===== src/rtl/serial_link_pkg.sv =====
// Shared types and elaboration helpers for the byte-serial <-> word bridge.
package serial_link_pkg;

    typedef enum logic [1:0] {
        TX_IDLE,
        TX_LOAD,
        TX_SHIFT
    } tx_state_e;

    function automatic int unsigned beats(input int unsigned word_w, input int unsigned bus_w);
        return word_w / bus_w;
    endfunction

    function automatic bit is_pow2(input int unsigned n);
        return (n != 0) && ((n & (n - 1)) == 0);
    endfunction

endpackage


===== src/rtl/serial_word_bridge_sync_fifo.sv =====
// Synchronous FIFO with first-word fall-through head; a pop frees a slot for a same-cycle push.
module sync_fifo #(
    parameter int unsigned W     = 8,
    parameter int unsigned DEPTH = 4
) (
    input  logic         i_clk,
    input  logic         i_rst,
    input  logic         i_push,
    input  logic [W-1:0] i_data,
    input  logic         i_pop,
    output logic         o_full,
    output logic         o_empty,
    output logic [W-1:0] o_head
);
    localparam int unsigned AW = $clog2(DEPTH);

    logic [W-1:0]  r_mem [DEPTH];
    logic [AW-1:0] r_wr_ptr;
    logic [AW-1:0] r_rd_ptr;
    logic [AW:0]   r_count;
    logic          w_do_push;
    logic          w_do_pop;

    assign o_full    = (r_count == (AW + 1)'(DEPTH));
    assign o_empty   = (r_count == '0);
    assign w_do_pop  = i_pop && !o_empty;
    assign w_do_push = i_push && (!o_full || w_do_pop);
    // Empty FIFO presents zero so the head is defined straight out of reset.
    assign o_head    = o_empty ? '0 : r_mem[r_rd_ptr];

    always_ff @(posedge i_clk) begin
        if (w_do_push) begin
            r_mem[r_wr_ptr] <= i_data;
        end
    end

    always_ff @(posedge i_clk or posedge i_rst) begin
        if (i_rst) begin
            r_wr_ptr <= '0;
            r_rd_ptr <= '0;
            r_count  <= '0;
        end else begin
            if (w_do_push) begin
                r_wr_ptr <= r_wr_ptr + AW'(1);
            end
            if (w_do_pop) begin
                r_rd_ptr <= r_rd_ptr + AW'(1);
            end
            if (w_do_push && !w_do_pop) begin
                r_count <= r_count + (AW + 1)'(1);
            end else if (!w_do_push && w_do_pop) begin
                r_count <= r_count - (AW + 1)'(1);
            end
        end
    end

endmodule


===== src/rtl/serial_word_bridge.sv =====
// Byte-serial <-> word bridge: RX beat assembler into a FIFO, TX FIFO drained by a serialiser FSM.
module serial_word_bridge
    import serial_link_pkg::*;
#(
    parameter int unsigned WORD_W    = 16,
    parameter int unsigned BUS_W     = 8,
    parameter int unsigned RX_DEPTH  = 4,
    parameter int unsigned TX_DEPTH  = 4,
    parameter bit          MSB_FIRST = 1'b0
) (
    input  logic              clk,
    input  logic              rst,
    input  logic [BUS_W-1:0]  in_bus,
    input  logic              ard_data_ready,
    output logic              data_in_ready,
    output logic [BUS_W-1:0]  out_bus,
    output logic              data_out_ready,
    input  logic              ard_receive_ready,
    output logic              shift_done,
    output logic [WORD_W-1:0] rx_word,
    output logic              rx_valid,
    input  logic              rx_pop,
    input  logic [WORD_W-1:0] tx_word,
    input  logic              tx_push,
    output logic              tx_full,
    output logic              err_overflow,
    output logic              err_underflow
);
    localparam int unsigned BEATS = beats(WORD_W, BUS_W);
    localparam int unsigned CW    = (BEATS > 1) ? $clog2(BEATS) : 1;
    localparam logic [CW-1:0] LAST = CW'(BEATS - 1);

    if ((WORD_W % BUS_W) != 0 || !is_pow2(RX_DEPTH) || !is_pow2(TX_DEPTH) ||
        RX_DEPTH < 2 || TX_DEPTH < 2) begin : g_bad_params
        $error("serial_word_bridge: illegal WORD_W/BUS_W/depth parameters");
    end

    logic [CW-1:0]     r_rx_cnt;
    logic [WORD_W-1:0] r_rx_shift;
    logic [WORD_W-1:0] w_rx_word;
    logic [CW-1:0]     w_rx_slot;
    logic              w_rx_last;
    logic              w_rx_accept;
    logic              w_rx_full;
    logic              w_rx_empty;

    tx_state_e         r_state;
    tx_state_e         w_state_d;
    logic [WORD_W-1:0] r_tx_shift;
    logic [CW-1:0]     r_tx_cnt;
    logic [CW-1:0]     w_tx_slot;
    logic [WORD_W-1:0] w_tx_head;
    logic              w_tx_empty;
    logic              w_tx_full;
    logic              w_tx_pop;
    logic              w_tx_accept;
    logic              r_shift_done;
    logic              r_err_overflow;
    logic              r_err_underflow;

    // Only the last beat of a word needs FIFO space, so earlier beats are never stalled.
    assign w_rx_last     = (r_rx_cnt == LAST);
    assign data_in_ready = !(w_rx_last && w_rx_full);
    assign w_rx_accept   = ard_data_ready && data_in_ready;
    assign w_rx_slot     = MSB_FIRST ? (LAST - r_rx_cnt) : r_rx_cnt;

    always_comb begin
        w_rx_word = r_rx_shift;
        w_rx_word[w_rx_slot * BUS_W +: BUS_W] = in_bus;
    end

    always_ff @(posedge clk or posedge rst) begin
        if (rst) begin
            r_rx_cnt   <= '0;
            r_rx_shift <= '0;
        end else if (w_rx_accept) begin
            r_rx_shift <= w_rx_word;
            r_rx_cnt   <= w_rx_last ? '0 : r_rx_cnt + CW'(1);
        end
    end

    sync_fifo #(
        .W     (WORD_W),
        .DEPTH (RX_DEPTH)
    ) u_rx_fifo (
        .i_clk   (clk),
        .i_rst   (rst),
        .i_push  (w_rx_accept && w_rx_last),
        .i_data  (w_rx_word),
        .i_pop   (rx_pop),
        .o_full  (w_rx_full),
        .o_empty (w_rx_empty),
        .o_head  (rx_word)
    );

    assign rx_valid = !w_rx_empty;

    sync_fifo #(
        .W     (WORD_W),
        .DEPTH (TX_DEPTH)
    ) u_tx_fifo (
        .i_clk   (clk),
        .i_rst   (rst),
        .i_push  (tx_push),
        .i_data  (tx_word),
        .i_pop   (w_tx_pop),
        .o_full  (w_tx_full),
        .o_empty (w_tx_empty),
        .o_head  (w_tx_head)
    );

    assign tx_full = w_tx_full;

    always_comb begin
        w_state_d   = r_state;
        w_tx_pop    = 1'b0;
        w_tx_accept = 1'b0;
        unique case (r_state)
            TX_IDLE: begin
                if (!w_tx_empty) begin
                    w_state_d = TX_LOAD;
                end
            end
            TX_LOAD: begin
                w_tx_pop  = 1'b1;
                w_state_d = TX_SHIFT;
            end
            TX_SHIFT: begin
                w_tx_accept = ard_receive_ready;
                if (ard_receive_ready && r_tx_cnt == LAST) begin
                    w_state_d = w_tx_empty ? TX_IDLE : TX_LOAD;
                end
            end
            default: w_state_d = TX_IDLE;
        endcase
    end

    always_ff @(posedge clk or posedge rst) begin
        if (rst) begin
            r_state      <= TX_IDLE;
            r_tx_shift   <= '0;
            r_tx_cnt     <= '0;
            r_shift_done <= 1'b0;
        end else begin
            r_state      <= w_state_d;
            r_shift_done <= w_tx_accept && (r_tx_cnt == LAST);
            if (w_tx_pop) begin
                r_tx_shift <= w_tx_head;
                r_tx_cnt   <= '0;
            end else if (w_tx_accept && r_tx_cnt != LAST) begin
                r_tx_cnt <= r_tx_cnt + CW'(1);
            end
        end
    end

    assign w_tx_slot      = MSB_FIRST ? (LAST - r_tx_cnt) : r_tx_cnt;
    assign data_out_ready = (r_state == TX_SHIFT);
    assign out_bus        = data_out_ready ? r_tx_shift[w_tx_slot * BUS_W +: BUS_W] : '0;
    assign shift_done     = r_shift_done;

    // A push coinciding with the FSM pop is accepted by the FIFO, so it is not an overflow.
    always_ff @(posedge clk or posedge rst) begin
        if (rst) begin
            r_err_overflow  <= 1'b0;
            r_err_underflow <= 1'b0;
        end else begin
            if (tx_push && w_tx_full && !w_tx_pop) begin
                r_err_overflow <= 1'b1;
            end
            if (rx_pop && w_rx_empty) begin
                r_err_underflow <= 1'b1;
            end
        end
    end

    assign err_overflow  = r_err_overflow;
    assign err_underflow = r_err_underflow;

endmodule


===== config.mk =====
export PLATFORM = sky130hd
export DESIGN_NAME = serial_word_bridge
export DESIGN_NICKNAME = d
export VERILOG_FILES = /design/src/rtl/serial_link_pkg.sv /design/src/rtl/serial_word_bridge_sync_fifo.sv /design/src/rtl/serial_word_bridge.sv
export SDC_FILE = /design/constraint.sdc
export NUM_CORES = 1
export LEC_CHECK = 0
export CAP_MARGIN = 10
export CORE_MARGIN = 4
export CORE_UTILIZATION = 30
export CTS_CLUSTER_DIAMETER = 100
export DETAILED_ROUTE_END_ITERATION = 16
export GPL_ROUTABILITY_DRIVEN = 0
export PLACE_DENSITY_LB_ADDON = 0.08
export SETUP_SLACK_MARGIN = 0.4
export SLEW_MARGIN = 0
export SYNTH_ARGS = -nofsm -noshare
export SYNTH_HDL_FRONTEND = slang
export SYNTH_HIERARCHICAL = 1
export SYNTH_SLANG_ARGS = --single-unit

===== constraint.sdc =====
create_clock -name clk -period 4.4 [get_ports clk]
set_input_delay 0.66 -clock clk [delete_from_list [all_inputs] [get_ports clk]]
set_output_delay 0.66 -clock clk [all_outputs]
set_load 0.01 [all_outputs]

Word level (Yosys, flattened, before mapping)
Memory sizes are Yosys's and may differ from the RTL's.
Cells that the tools add are included.
Storage, ports and cells
  register bits: 53
  memories kept: 2
  bits of input ports: 30
  output and inout bits: 31
  word-level logic and storage cells: 94
  RAM bits: 128
Memories
  u_rx_fifo.r_mem: words 4, bits a word 16, read ports 1, clocked after Yosys merged registers in 0, wr ports 1, RTL line serial_word_bridge_sync_fifo.sv:17  | logic [W-1:0] r_mem [DEPTH];
  u_tx_fifo.r_mem: words 4, bits a word 16, read ports 1, clocked after Yosys merged registers in 0, wr ports 1, RTL line serial_word_bridge_sync_fifo.sv:17
Cells by class
  mux-type cells: 21
  shift-type cells: 3
  eq/ne operators: 6
  bitwise logic cells: 1
  reductions and logical operators: 36
  add/subtract/negate cells: 11
Operator list (count)
  $neg A4 Y34: 1
  $shift A8 B34 Y16 const A: 1
  $shiftx A8 B34 Y16: 1
  $mux W16: 2
  $logic_and A1 B1 Y1: 17
  $bwmux W16: 1
  $shiftx A16 B5 Y8: 1
  $mux W3: 4
  $logic_not A1 Y1: 10
  $mux W1: 10
  $add A2 B1 Y2 const B: 4
  $mux W8: 1
  $add A3 B1 Y3 const B: 2
  $eq A3 B3 Y1 const B: 2
  $logic_not A3 Y1: 2
  $pmux W2 S3: 1
  $reduce_bool A2 Y1: 3
  $sub A3 B1 Y3 const B: 2
  $mux W2: 2
  $add A1 B1 Y1 const B: 2
  $eq A2 B1 Y1 const B: 1
  $eq A2 B2 Y1 const B: 1
  $logic_not A2 Y1: 1
  $logic_or A1 B1 Y1: 2
  4 further kinds: 4

Logic depth before layout (Yosys ltp)
Gate-level depths: netlist of the first run.
  depth in word-level cells: 10
  mapped depth: 11
  mapped depth without buffers: 10

By module
The synthesis of the first run kept the hierarchy.
By module, submodules not included
  sync_fifo: area an instance 2951.6 µm², times used 2, cells an instance 138, sequential area each 2097.0 µm²
  serial_word_bridge: area an instance 1838.0 µm², times used 1, cells an instance 132, sequential area each 975.9 µm²

Worst setup path before layout of the first run
OpenSTA, ideal clock, no wires.
  kind: register -> register
  start: register u_rx_fifo.r_count[2]
  end: register u_rx_fifo.r_count[2]
  slack: 2.089 ns
  period minus slack after synthesis: 2.311 ns
  arrival: 2.232 ns
  cell stages (with the launch flop): 11
  library setup time: 0.079 ns
  cell sequence: dfrtp_1 nor3b_2 nand3b_2 inv_1 a21boi_2 ha_1 inv_1 fa_1 xor2_1 nor2_1 xor2_1
On the way
  cells in the longest elaborated chain, start to end: 9
  elaborated cells between the ends (all ways): 20
  those cells by class: add/sub: 2; eq/ne: 1; mux: 2; reduce/logical: 15
Ends and longest elaborated chain
  start: declaration: RTL line serial_word_bridge_sync_fifo.sv:20  | logic [AW:0] r_count;
  start signal: assignment: RTL line serial_word_bridge_sync_fifo.sv:50  | r_count <= r_count + (AW + 1)'(1);
  start signal: assignment: RTL line serial_word_bridge_sync_fifo.sv:52  | r_count <= r_count - (AW + 1)'(1);
  $eq A3 B3 Y1 *: RTL line serial_word_bridge_sync_fifo.sv:24  | assign o_full = (r_count == (AW + 1)'(DEPTH));
  net w_rx_full: RTL line serial_word_bridge.sv:44  | logic w_rx_full;
  $logic_and A1 B1 Y1: RTL line serial_word_bridge.sv:63  | assign data_in_ready = !(w_rx_last && w_rx_full);
  $logic_not A1 Y1: RTL line serial_word_bridge.sv:63
  $logic_and A1 B1 Y1: RTL line serial_word_bridge.sv:64  | assign w_rx_accept = ard_data_ready && data_in_ready;
  $logic_and A1 B1 Y1: RTL line serial_word_bridge.sv:88  | .i_push (w_rx_accept && w_rx_last),
  $logic_and A1 B1 Y1 *: RTL line serial_word_bridge_sync_fifo.sv:27  | assign w_do_push = i_push && (!o_full || w_do_pop);
  net u_rx_fifo.w_do_push: RTL line serial_word_bridge_sync_fifo.sv:21  | logic w_do_push;
  $logic_not A1 Y1: RTL line serial_word_bridge_sync_fifo.sv:51  | end else if (!w_do_push && w_do_pop) begin
  $logic_and A1 B1 Y1: RTL line serial_word_bridge_sync_fifo.sv:51
  $reduce_bool A2 Y1 (no source line)
The timed path passes the listed nets; every way through them passes the cells marked *. The select of a mux whose other input is x is not followed.
A chain may end at the register's enable or synchronous reset.

Final worst setup path of the first run
  start: register u_rx_fifo.r_count[0]
  end: output rx_word[14]
On the way
  cells in the longest elaborated chain, start to end: 2
Ends and longest elaborated chain
  $logic_not A3 Y1: RTL line serial_word_bridge_sync_fifo.sv:25  | assign o_empty = (r_count == '0);
  net w_rx_empty: RTL line serial_word_bridge.sv:45  | logic w_rx_empty;
  $mux W16: RTL line serial_word_bridge_sync_fifo.sv:29  | assign o_head = o_empty ? '0 : r_mem[r_rd_ptr];
  end: declaration: RTL line serial_word_bridge.sv:20  | output logic [WORD_W-1:0] rx_word,
The timed path passes the listed nets, and every way through them passes these cells.

==> out/qor.csv, run 1 <==
metric,value,unit
run status,"finished, final reports clean",
worst min path class,in2async,
CTS HTree Levels,4,
diodes inserted,0,
Initial Util,30.7,%
top-count cell post-synth,edfxtp_1,
Wirelength per Cell,18.5,um
Mapped Area,7740,um2
FP Rows,58,
Comb pwr share,35.4,%
fraction of layout cells with a size suffix above 1,26.9,%
Post-route DRC,0,
Overall Global Routing Usage,11.3,%
Peak supply drop,0.253,mV
min cycle time layout,3250,ps
max_cap viols,0,
gr ovfl total,0,
Synth Instances,408,
CP Max Fanout,17,
Root Buffer,clkbuf_16,
Clock Power Share,22.1,%
Inserted Clock Buffers,17,
drt total wl,15200,um
CTS tree,done,
final worst setup slack,1150,ps
first-pass GRT wire length,24200,um
Post-synth ARST share,29.3,%
Sw Pwr,2.04,mW
fin nets,520,
"Reg clk slew, reported paths",70,ps
Post-Route Setup TNS,0,ps
Final ANT Viol Nets,0,
Final Max Tran Viols,0,
Post-synth EDFFs,128,
Arrival @ worst endpoint,2590,ps
CTS sink cnt,181,
Pint,4.50,mW
part of the cycle the worst path needs,73.8,%
final hold vios,0,
crit path kind,reg2out,
IO Pins,61,
top post-synthesis cells by area,"edfxtp_1 (50%), dfrtp_1 (17%), mux2_2 (6.5%), mux4_1 (5.4%), mux4_2 (4.7%)",
DP Wirelength,9840,um
vias per cell,4.39,
Area after DPL,8670,um2
largest net degree at the start of global routing,39,
Die Area,28400,um2
core area,25300,um2
synth unique cells,32,
CTS Hold Buffers Added,0,
Die H,169,um
# setup viols final,0,
Synth top area share,49.7,%
sequential share of the synthesized area,66.8,%
sw frac,31.2,%
Fmax,0.308,GHz
Post-CTS Repair Setup Buffers,0,
drt pass-1 iters,4,
Avg Inst Size Synth,19.0,um2
ys flop type,edfxtp_1,
Cell Pwr Density,708,nW/um2
RSZ-0062 raised after global routing,no,
Post-synth top cells,"edfxtp_1 (128), dfrtp_1 (53), mux2_2 (45)",
Yosys reg bits,181,
Clock Skews,11.7,ps
Via Count,3604,
Area growth syn-to-layout,19.3,%
Place WS,1250,ps
fin area,9230,um2
Buffers on Ports,60,
Synthesized Nets,450,
synth warn,6,
leading area contributor after synthesis,edfxtp_1,
Leak,3.38,nW
Max Root-Sink Buffers,2,
Worst Setup Start Kind,register,
worst skew pair latency,420,ps
Setup crit end kind,output pin,
initial antenna violation count,0,
DIE WIDTH,169,um
initial DRC count,112,
number of global-route vias before repair,4105,
"Req. time, crit path",3740,ps
Flop pwr share,42.4,%
Worst Tran Pin Value,1070,ps
CTS resizes,0,
Rel. slew slack,28.6,%
cells in the final DEF (no fill, tap or decap), types with 10 or more instances in the layout:
master / count
nor2b_1: 13
inv_1: 14
dfrtp_1: 53
mux2_2: 45
mux4_1: 16
mux4_2: 16
ha_1: 10
nor2_1: 15
clkdlybuf4s50_1: 60
clkbuf_16: 17
nor2b_4: 17
edfxtp_1: 128
cell families (layout without fill, tap and decap cells):
logic type      after synthesis  in the layout  share of synthesized area, %
compound gates                8              8                         0.824
xor+xnor                     12             12                          1.36
fa+ha+maj                    12             12                          2.13
buf+inv                      32            115                          2.75
flops                       181            181                          66.8
mux                          92             92                          19.0
simple gates                 71             71                          7.13
layer usage:
metal / vias up / track usage, % / share of wire, % / routed length (um)
met5: - / 0 / 0 / 0
met4: 0 / 3.39 / 1.0 / 155
met3: 11 / 2.85 / 2.9 / 441
met2: 56 / 19.7 / 51 / 7810
met1: 1854 / 14.0 / 45 / 6760
li1: 1683 / - / - / -
registers in the layout, summed over array words and instances, names as in the netlist:
register / flops
u_rx_fifo/r_mem: 64
r_tx_cnt: 1
err_overflow: 1
u_tx_fifo/r_rd_ptr: 2
u_tx_fifo/r_mem: 64
r_rx_cnt: 1
r_tx_shift: 16
r_rx_shift: 16
shift_done: 1
err_underflow: 1
r_state: 2
u_rx_fifo/r_wr_ptr: 2
u_rx_fifo/r_rd_ptr: 2
u_tx_fifo/r_wr_ptr: 2
u_tx_fifo/r_count: 3
u_rx_fifo/r_count: 3
final cells by class:
cell class              instances  area, um2
repair buffers                 68        661
flip-flops and latches        181       5170
clock buffers                  18        429
inverters                      15       56.3
well taps                     330        413
multi-input cells             195       2370
clock inverters                14        131
fillers                      2365      16000
critical path, cell delays in order, from the launching register on:
cell	delay, ps
dfrtp_1	470
nor3_4	830
buf_4	320
nor2b_4	50
clkdlybuf4s50_1	480
metrics by stage:
step	util, %	total power, mW	cells	hold WS (ps)
after detailed placement	34.3	5.20	789	450
after global routing	36.6	6.97	821	421
final	36.6	6.54	821	443
after global placement	34.3	5.17	789	443
after floorplan	-	4.41	408	457
after CTS	36.6	6.68	821	411
final timing paths:
kind                                                   from                               end  slack, ps  cells after the start
max in group asynchronous                               rst        r_tx_shift[12]$_DFFE_PP0P_       3260                      3
max reg2reg                u_rx_fifo/r_count[0]$_DFFE_PP0P_  u_rx_fifo/r_count[2]$_DFFE_PP0P_       1700                      8
min in group clk                  err_underflow$_DFFE_PP0P_         err_underflow$_DFFE_PP0P_        460                      1
min                                                     rst          err_overflow$_DFFE_PP0P_        440                      2
min reg2reg                       err_underflow$_DFFE_PP0P_         err_underflow$_DFFE_PP0P_        460                      1
max                        u_rx_fifo/r_count[0]$_DFFE_PP0P_                       rx_word[14]       1150                      4
power groups by stage:
stage               Clock (mW)  Sequential, mW  Combinational, mW
CTS                       1.51            2.79               2.39
floorplan                    0            2.60               1.80
global placement             0            2.81               2.36
global route              1.58            2.85               2.55
finish                    1.45            2.77               2.32
detailed placement           0            2.82               2.38
(Power assumes the default switching activity.)
==> run 2: changes to the inputs <==
==> constraint.sdc (replaced) <==
create_clock -name clk -period 2.9 [get_ports clk]
set_input_delay 0.435 -clock clk [delete_from_list [all_inputs] [get_ports clk]]
set_output_delay 0.435 -clock clk [all_outputs]
set_load 0.01 [all_outputs]
==> run 2 against run 1 <==
  * Power rose by 56%
  * First-iteration DRC count grew 41%
  * Sequential cell count stayed put
  * Combinational power grew 68%
  * Via count up 4.3%
==> out/qor.csv, run 2 (same netlist as run 1, synthesis figures left out) <==
metric,value,unit,change
run status,"finished, final reports clean",,
Die H,169,um,unchanged
Arrival @ worst endpoint,2110,ps,-480 ps
CTS HTree Levels,4,,unchanged
Fmax,0.392,GHz,
DP Wirelength,10100,um,+2.7%
"Reg clk slew, reported paths",70,ps,about the same
CTS Hold Buffers Added,0,,unchanged
largest net degree at the start of global routing,22,,-44%
Leak,3.61,nW,+6.6%
Final ANT Viol Nets,0,,unchanged
"leading cell type in the layout, fill and taps excluded",edfxtp_1,,
DIE WIDTH,169,um,unchanged
Inserted Clock Buffers,17,,unchanged
CTS sink cnt,181,,unchanged
Post-route DRC,0,,unchanged
"commonest cells after routing, fill and taps aside","edfxtp_1 (128), dfrtp_1 (49), clkdlybuf4s50_1 (47), mux2_2 (45), buf_4 (29)",,
IO Pins,61,,unchanged
gr ovfl total,0,,unchanged
Inst Count DP,802,,+1.6%
Buffers on Ports,60,,unchanged
fraction of layout cells with a size suffix above 1,33.1,%,+6.2 points
Max Root-Sink Buffers,2,,unchanged
slowest cell delay on critical path,530,ps,-300 ps
part of the cycle the worst path needs,87.9,%,
worst min path class,in2async,,
Setup crit end kind,output pin,,
initial antenna violation count,0,,unchanged
sw frac,31.2,%,about the same
Sw Pwr,3.19,mW,+56%
crit path kind,reg2out,,
Overall Global Routing Usage,11.3,%,-0.052 points
Via Count,3760,,+4.3%
# fillers,2397,,+1.4%
Post-Route Setup TNS,0,ps,unchanged
CTS tree,done,,
Clock Skews,13.1,ps,+1.43 ps
Crit-path slowest cell,mux4_1,,
fin nets,546,,+5.0%
max_cap viols,0,,unchanged
Worst Setup Start Kind,register,,
final hold vios,0,,unchanged
Initial Util,30.7,%,unchanged
Peak supply drop,0.402,mV,+59%
Clock Power Share,21.9,%,-0.2 points
RSZ-0062 raised after global routing,yes,,
Flop pwr share,40.0,%,-2.4 points
WHS,317,ps,-126 ps
Final Max Tran Viols,0,,unchanged
Cell Pwr Density,1070,nW/um2,+52%
CP Max Fanout,5,,-12
Wirelength per Cell,18.5,um,+0.18%
Rel. slew slack,46.5,%,+18 points
number of global-route vias before repair,4143,,+0.93%
Worst Tran Pin Value,798,ps,-273 ps
drt total wl,15700,um,+3.3%
min cycle time layout,2550,ps,
Root Buffer,clkbuf_16,,
drt pass-1 iters,4,,unchanged
# setup viols final,0,,unchanged
"Req. time, crit path",2470,ps,-1270 ps
Area growth syn-to-layout,22.9,%,
Die Area,28400,um2,unchanged
diodes inserted,0,,unchanged
vias per cell,4.44,,+1.1%
worst skew pair latency,420,ps,about the same
initial DRC count,158,,+41%
Layout Cells excl Fill,847,,+3.2%
FP Rows,58,,unchanged
Pint,7.03,mW,+56%
Comb pwr share,38.0,%,+2.6 points
first-pass GRT wire length,24000,um,-1.1%
core area,25300,um2,unchanged
top flop regs,"u_rx_fifo/r_mem: 64 flops, u_tx_fifo/r_mem: 64 flops",,
CP cell instances,buf_12 -> mux4_1 -> and2b_1 -> clkdlybuf4s50_1,,
## run 2: changes by cell type in the layout (fill, tap and decap cells not counted), moves of 3 or more
cell | previous run | this run
dlymetal6s2s_1 | 0 | 6
clkdlybuf4s50_1 | 60 | 47
inv_8 | 3 | 6
nor2_1 | 15 | 12
nor2_2 | 0 | 3
buf_4 | 8 | 29
dfrtp_1 | 53 | 49
dlygate4sd2_1 | 0 | 3
inv_6 | 6 | 3
dfrtp_2 | 0 | 4
## run 2: path summary, 6_finish.rpt
path / from / end / slack (ps) / cells after the start
max: u_rx_fifo/r_rd_ptr[0]$_DFFE_PP0P_ / rx_word[1] / 350 / 4
min: rst / u_tx_fifo/r_wr_ptr[1]$_DFFE_PP0P_ / 320 / 2
max reg2reg: u_rx_fifo/r_count[0]$_DFFE_PP0P_ / u_rx_fifo/r_count[1]$_DFFE_PP0P_ / 710 / 8
min reg2reg: err_underflow$_DFFE_PP0P_ / err_underflow$_DFFE_PP0P_ / 470 / 1
max in group asynchronous: rst / r_tx_cnt$_DFFE_PP0P_ / 1730 / 3
min in group clk: err_underflow$_DFFE_PP0P_ / err_underflow$_DFFE_PP0P_ / 470 / 1
## run 2: stage by stage
step	setup WS (ps)	utilization [%]	total power, mW	cell area [um2]
CTS	235	37.3	10.3	9420
detailed placement	484	34.7	7.98	8770
global route	272	37.7	10.9	9510
floorplan	589	-	6.68	7740
finish	351	37.7	10.2	9510
global placement	541	34.7	7.91	8770
## run 2: final cells by class
cell class / count / area, um2 / area share, %
clock inverters: 15 / 156 / 1.64
clock buffers: 17 / 425 / 4.47
flip-flops and latches: 181 / 5170 / 54.4
inverters: 15 / 56.3 / 0.592
well taps: 330 / 413 / 4.34
multi-input cells: 195 / 2370 / 25.0
repair buffers: 94 / 912 / 9.59
## run 2: power by group through the flow
stage,clock (mW),combinational [mW],sequential [mW]
after global routing,2.44,4.25,4.17
after floorplan,0,2.74,3.95
final,2.24,3.89,4.09
after detailed placement,0,3.84,4.14
after CTS,2.32,3.92,4.11
after global placement,0,3.79,4.11
## run 2: worst max-delay path: cells and delay by family (launching register included)
family	cells	cell delay, ps
multiplexers	1	530
flip-flops	1	400
AND/OR/NAND/NOR	1	160
buffers and inverters	2	610
## run 2: metal layers
metal / global-route usage (%) / up-vias / wire, um
met1: 13.4 / 1962 / 6540
met5: 0 / - / 0
met4: 3.28 / 0 / 132
met2: 20.6 / 55 / 8610
li1: - / 1734 / -
met3: 2.34 / 9 / 386
## run 2: what timing repair did
item,CTS,global route
gates resized for setup,25,14
setup buffers,6,6
pin swaps,0,1
gates cloned,0,1
endpoints found under the setup margin,21,17
==> run 3: changes to the inputs <==
--- a/config.mk
+++ b/config.mk
@@ -6,6 +6,7 @@
 export NUM_CORES = 1
 export LEC_CHECK = 0
 export CAP_MARGIN = 10
+export CORE_ASPECT_RATIO = 1.5
 export CORE_MARGIN = 4
 export CORE_UTILIZATION = 30
 export CTS_CLUSTER_DIAMETER = 100
@@ -13,6 +14,7 @@
 export GPL_ROUTABILITY_DRIVEN = 0
 export PLACE_DENSITY_LB_ADDON = 0.08
 export SETUP_SLACK_MARGIN = 0.4
+export SKIP_CTS_REPAIR_TIMING = 1
 export SLEW_MARGIN = 0
 export SYNTH_ARGS = -nofsm -noshare
 export SYNTH_HDL_FRONTEND = slang
==> constraint.sdc (replaced) <==
create_clock -name clk -period 2.6 [get_ports clk]
set_input_delay 0.39 -clock clk [delete_from_list [all_inputs] [get_ports clk]]
set_output_delay 0.39 -clock clk [all_outputs]
set_load 0.01 [all_outputs]
==> run 3 against run 2 <==
  * Die area increased by 0.19%
  * Utilization increased by 1.5 points
  * Register-to-register slack got worse by 270 ps
  * Non-clock buffer count increased by 18
  * Critical path type unchanged
  * Largest power group is now combinational logic
  * Highest routed layer unchanged
==> out/qor.csv, run 3 (same netlist as run 1, synthesis figures left out) <==
metric,value,unit,change
run status,"finished, final reports clean",,
top flop regs,"u_rx_fifo/r_mem: 64 flops, u_tx_fifo/r_mem: 64 flops",,
Crit-path slowest cell,mux4_2,,
first-pass GRT wire length,25100,um,+4.7%
slowest cell delay on critical path,500,ps,-30 ps
Die H,205,um,+21%
Initial Util,30.7,%,about the same
Worst Tran Pin Value,1020,ps,+219 ps
worst r2r src,u_rx_fifo/r_count[0]$_DFFE_PP0P_,,
final worst setup slack,284,ps,-66.6 ps
part of the cycle the worst path needs,89.1,%,
Via Count,3830,,+1.9%
met2 wire length,9480,um,+10%
drt pass-1 iters,4,,unchanged
Final ANT Viol Nets,0,,unchanged
register area,5180,um2,about the same
Arrival @ worst endpoint,1930,ps,-180 ps
gr ovfl total,0,,unchanged
Final Max Tran Viols,0,,unchanged
fin nets,565,,+3.5%
Leak,3.83,nW,+6.3%
Worst Setup Start Kind,register,,
Buffers on Ports,60,,unchanged
Multi-input gate area,2420,um2,+2.2%
vias per cell,4.43,,-0.14%
Post-route DRC,0,,unchanged
Pint,8.56,mW,+22%
Flop pwr share,37.0,%,-3.0 points
min cycle time layout,2320,ps,
Setup crit end kind,output pin,,
CTS sink cnt,181,,unchanged
CP cell instances,clkbuf_16 -> buf_4 -> mux4_2 -> nor2b_4 -> buf_6,,
largest net degree at the start of global routing,25,,+14%
Comb pwr share,40.9,%,+2.9 points
Place WS,179,ps,-305 ps
Clock Power Share,22.1,%,+0.2 points
register-to-register setup slack,440,ps,-270 ps
Fmax,0.432,GHz,
RSZ-0062 raised after global routing,yes,,
"commonest cells after routing, fill and taps aside","edfxtp_1 (128), dfrtp_1 (45), mux2_2 (44), clkdlybuf4s50_1 (35), buf_4 (33)",,
Met1 Wirelength,6550,um,about the same
Layout Cells excl Fill,864,,+2.0%
IO Pins,61,,unchanged
CTS tree,done,,
Inst Count DP,803,,+0.12%
CTS HTree Levels,4,,unchanged
Root Buffer,clkbuf_16,,
Rel. slew slack,31.8,%,-15 points
"leading cell type in the layout, fill and taps excluded",edfxtp_1,,
"Reg clk slew, reported paths",70,ps,about the same
Area growth syn-to-layout,27.5,%,
initial antenna violation count,0,,unchanged
Die Area,28500,um2,+0.19%
Highest Signal Layer,met4,,
met3 WL,452,um,+17%
worst skew pair latency,430,ps,about the same
DP Wirelength,10700,um,+5.5%
Peak supply drop,0.486,mV,+21%
sw frac,29.8,%,-1.4 points
max_cap viols,0,,unchanged
"Req. time, crit path",2210,ps,-260 ps
worst min path class,in2async,,
diodes inserted,0,,unchanged
final hold vios,0,,unchanged
Overall Global Routing Usage,11.8,%,+0.57 points
worst r2r path cells,9,,+1
number of global-route vias before repair,4222,,+1.9%
core area,25200,um2,about the same
Sw Pwr,3.63,mW,+14%
worst r2r dst,u_rx_fifo/r_count[1]$_DFFE_PP0P_,,
fraction of layout cells with a size suffix above 1,40.3,%,+7.2 points
Wirelength per Cell,19.3,um,+4.5%
drt total wl,16700,um,+6.6%
crit path kind,reg2out,,
Inserted Clock Buffers,17,,unchanged
# setup viols final,0,,unchanged
CP Max Fanout,6,,+1
Max Root-Sink Buffers,2,,unchanged
Clock Skews,11.7,ps,-1.40 ps
# fillers,2318,,-3.3%
Cell Pwr Density,1240,nW/um2,+15%
FP Rows,71,,+22%
initial DRC count,198,,+25%
DIE WIDTH,139,um,-17%
## run 3: cell count changes in the layout (fill, tap and decap cells not counted), moves of 4 or more
cell             previous run  this run
buf_6                       1        19
clkdlybuf4s50_1            47        35
buf_12                      2         9
mux4_1                     14         8
mux4_2                     18        24
inv_8                       6         1
buf_4                      29        33
dfrtp_1                    49        45
dfrtp_2                     4         8
## run 3: through the flow
| step | cell area, um2 | util [%] | total power [mW] | setup TNS [ps] | hold WS, ps |
|---|---|---|---|---|---|
| CTS | 9510 | 37.7 | 11.8 | -687 | 299 |
| finish | 9870 | 39.1 | 12.2 | 0 | 294 |
| global route | 9870 | 39.1 | 13.0 | 0 | 328 |
| detailed placement | 8890 | 35.2 | 9.08 | 0 | 446 |
| global placement | 8890 | 35.2 | 9.03 | 0 | 442 |
| floorplan | 7760 | - | 7.48 | 0 | 193 |
## run 3: critical path, delay by kind of cell, from the launching register on
family	cells	cell delay [ps]
buf+inv	3	400
mux	1	500
simple gates	1	140
flops	1	450
## run 3: metal layers
| metal | global-route usage (%) | up-vias |
|---|---|---|
| met5 | 0 | - |
| met4 | 3.64 | 0 |
| met3 | 2.90 | 16 |
| met2 | 22.5 | 64 |
| met1 | 12.9 | 1994 |
| li1 | - | 1756 |
## run 3: cell type report
class | instances | area share [%]
Timing Repair Buffer | 112 | 12.0
Inverter | 15 | 0.570
Sequential cell | 181 | 52.5
Tap cell | 328 | 4.16
Multi-Input combinational cell | 196 | 24.6
Clock inverter | 10 | 1.46
Clock buffer | 22 | 4.82
## run 3: power groups by stage
stage / clock network, mW / registers (mW) / logic [mW]
floorplan: 0 / 4.41 / 3.08
global placement: 0 / 4.57 / 4.46
detailed placement: 0 / 4.60 / 4.49
CTS: 2.77 / 4.54 / 4.50
global route: 2.91 / 4.61 / 5.44
finish: 2.69 / 4.52 / 4.99
## run 3: worst max path at each step
stage / from / endpoint / slack [ps]
2_1_floorplan: u_rx_fifo/r_count[1]$_DFFE_PP0P_ / u_rx_fifo/r_count[1]$_DFFE_PP0P_ / 400
3_3_place_gp: ard_data_ready / u_rx_fifo/r_count[2]$_DFFE_PP0P_ / 210
3_5_place_dp: ard_data_ready / u_rx_fifo/r_count[2]$_DFFE_PP0P_ / 180
4_1_cts: u_rx_fifo/r_rd_ptr[0]$_DFFE_PP0P_ / rx_word[2] / -100
5_1_grt: u_rx_fifo/r_rd_ptr[0]$_DFFE_PP0P_ / rx_word[2] / 190
6_report: u_rx_fifo/r_rd_ptr[0]$_DFFE_PP0P_ / rx_word[13] / 280
==> RTL edit, RTL diff (config.mk and constraints of run 3) <==
Make the reset (`i_rst` and `rst`) synchronous in 4 clocked blocks.
--- a/src/rtl/serial_word_bridge_sync_fifo.sv
+++ b/src/rtl/serial_word_bridge_sync_fifo.sv
@@ -35,5 +35,5 @@
     end
 
-    always_ff @(posedge i_clk or posedge i_rst) begin
+    always_ff @(posedge i_clk) begin
         if (i_rst) begin
             r_wr_ptr <= '0;
--- a/src/rtl/serial_word_bridge.sv
+++ b/src/rtl/serial_word_bridge.sv
@@ -70,5 +70,5 @@
     end
 
-    always_ff @(posedge clk or posedge rst) begin
+    always_ff @(posedge clk) begin
         if (rst) begin
             r_rx_cnt   <= '0;
@@ -136,5 +136,5 @@
     end
 
-    always_ff @(posedge clk or posedge rst) begin
+    always_ff @(posedge clk) begin
         if (rst) begin
             r_state      <= TX_IDLE;
@@ -160,5 +160,5 @@
 
     // A push coinciding with the FSM pop is accepted by the FIFO, so it is not an overflow.
-    always_ff @(posedge clk or posedge rst) begin
+    always_ff @(posedge clk) begin
         if (rst) begin
             r_err_overflow  <= 1'b0;
Behaviour: differs if rst is asserted again (counterexample within 4 cycles, from zero or initial values and one cycle with rst high); with rst held inactive, the same outputs for 4 cycles.
==> RTL edit against run 3 <==
Die area is 0.72% higher. Clock power is 9.7% lower. Maximum frequency is 3.4% higher. Combinational power is 36% lower. Worst setup slack better by 0.077 ns. Sequential cell count is 4 higher. Clock skew is 0.0041 ns lower. Total power is 23% lower. Design area is 1.9% lower. Critical endpoint is now rx_word[9]. Wire length is 0.58% lower. Sequential share of layout area is 0.86 points lower. Area after synthesis is 0.76% higher. Synthesized cell count is 21% higher.
==> RTL edit: results (changes against run 3) <==
\begin{tabular}{lr}
\hline
Metric & Value \\
\hline
\multicolumn{2}{l}{\textbf{Final layout}} \\
Total of plain and repair buffers excluding clock buffers & 98 (was 112) \\
Number of non-clock inverters in the layout & 12 (was 15) \\
Layout cell share with drive strength beyond 1 & 0.3067 (was 0.4030) \\
Area used by multi-input combinational logic & 2626 sq um (was 2425 sq um) \\
Register fraction of the total cell area & 0.5162 (was 0.5248) \\
Count of flip-flops and latches & 185 (was 181) \\
Number of multi-input combinational cells & 274 (was 196) \\
Final Instance Count excl. Fillers & 933 (was 864) \\
Fraction of cell area in non-clock buffers & 0.1064 (was 0.1195) \\
\multicolumn{2}{l}{\textbf{Route}} \\
Average via count per standard cell & 4.490 (was 4.433) \\
Detailed Route Iter0 Violations & 172 (was 198) \\
Per-cell routed wire length & 17.80 um (was 19.34 um) \\
Total length of routed met3 wires & 550 um (was 452 um) \\
Detailed-route wire length on metal 1 & 6553 um (was 6548 um) \\
WL met2 & 9290 um (was 9478 um) \\
\multicolumn{2}{l}{\textbf{Place}} \\
Cell total after placement & 888 (was 803) \\
Placed cell area & 8914 sq um (was 8886 sq um) \\
\multicolumn{2}{l}{\textbf{Power}} \\
Worst voltage drop across the vdd grid & 0.4431 mV (was 0.4864 mV) \\
Sequential logic power & 0.00375 W (was 0.00452 W) \\
Share of total power in combinational logic & 0.340 (was 0.409) \\
Internal power & 0.006477 W (was 0.008562 W) \\
Leakage component of the power & 3.512 nW (was 3.833 nW) \\
\multicolumn{2}{l}{\textbf{Logic synthesis}} \\
Top post-synthesis cells by count & edfxtp\_1, dfxtp\_1, nand2\_1 (was edfxtp\_1, dfrtp\_1, mux2\_2) \\
Share of the synthesized area in compound gates (AO/OA/AOI/OAI) & 0.03465 (was 0.008243) \\
Part of the Yosys area used for sequential elements & 0.6391 (was 0.6679) \\
Mux share of post-synthesis cell area & 0.1498 (was 0.1902) \\
Post-Synthesis Net Count & 537 (was 450) \\
Synth unique cells & 41 (was 32) \\
\multicolumn{2}{l}{\textbf{Timing}} \\
Relative slew slack & 0.5171 (was 0.3178) \\
Clock Skew & 0.007560 ns (was 0.01167 ns) \\
\multicolumn{2}{l}{\textbf{Global route}} \\
Combined global-route utilization of all metal layers & 0.1177 (was 0.1184) \\
Largest net degree at the start of global routing & 33 (was 25) \\
Met3 track demand over resource & 0.02953 (was 0.02896) \\
Via count of the first global-routing pass & 4419 (was 4222) \\
Wire length of the first global-routing pass & 25230 um (was 25100 um) \\
\multicolumn{2}{l}{\textbf{Setup path}} \\
Cell depth of the worst flop-to-flop path & 10 (was 9) \\
Setup slack, reg-to-reg & 0.40 ns (was 0.44 ns) \\
End point of the critical path & rx\_word[9] (was rx\_word[13]) \\
Terminus of the critical flop-to-flop path & u\_rx\_fifo/r\_count[2]\$\_SDFFE\_PP0P\_ (was u\_rx\_fifo/r\_count[1]\$\_DFFE\_PP0P\_) \\
\multicolumn{2}{l}{\textbf{Floorplan}} \\
Die Width & 139.7 um (was 139.2 um) \\
\multicolumn{2}{l}{\textbf{Run status}} \\
Result of the run & finished, final reports clean (unchanged) \\
\hline
\end{tabular}
## RTL edit: cell types whose count changed in the layout (fill, tap and decap cells not counted), sizes merged, moves of 17 or more
cell   change
dfxtp     +57
dfrtp     -53
nand2     +47
mux2      -34
a21oi     +31
nor2      +17
## RTL edit: how the worst min path moves through the flow
stage	from	slack [ns]	to
after detailed placement	r_rx_shift[12]$_SDFFE_PP0P_	0.45	r_rx_shift[12]$_SDFFE_PP0P_
after floorplan	r_rx_shift[10]$_SDFFE_PP0P_	0.43	r_rx_shift[10]$_SDFFE_PP0P_
after CTS	r_rx_shift[12]$_SDFFE_PP0P_	0.46	r_rx_shift[12]$_SDFFE_PP0P_
after global placement	r_rx_shift[8]$_SDFFE_PP0P_	0.44	r_rx_shift[8]$_SDFFE_PP0P_
after global routing	r_tx_shift[12]$_SDFFE_PP0P_	0.48	r_tx_shift[12]$_SDFFE_PP0P_
final	r_rx_shift[12]$_SDFFE_PP0P_	0.46	r_rx_shift[12]$_SDFFE_PP0P_
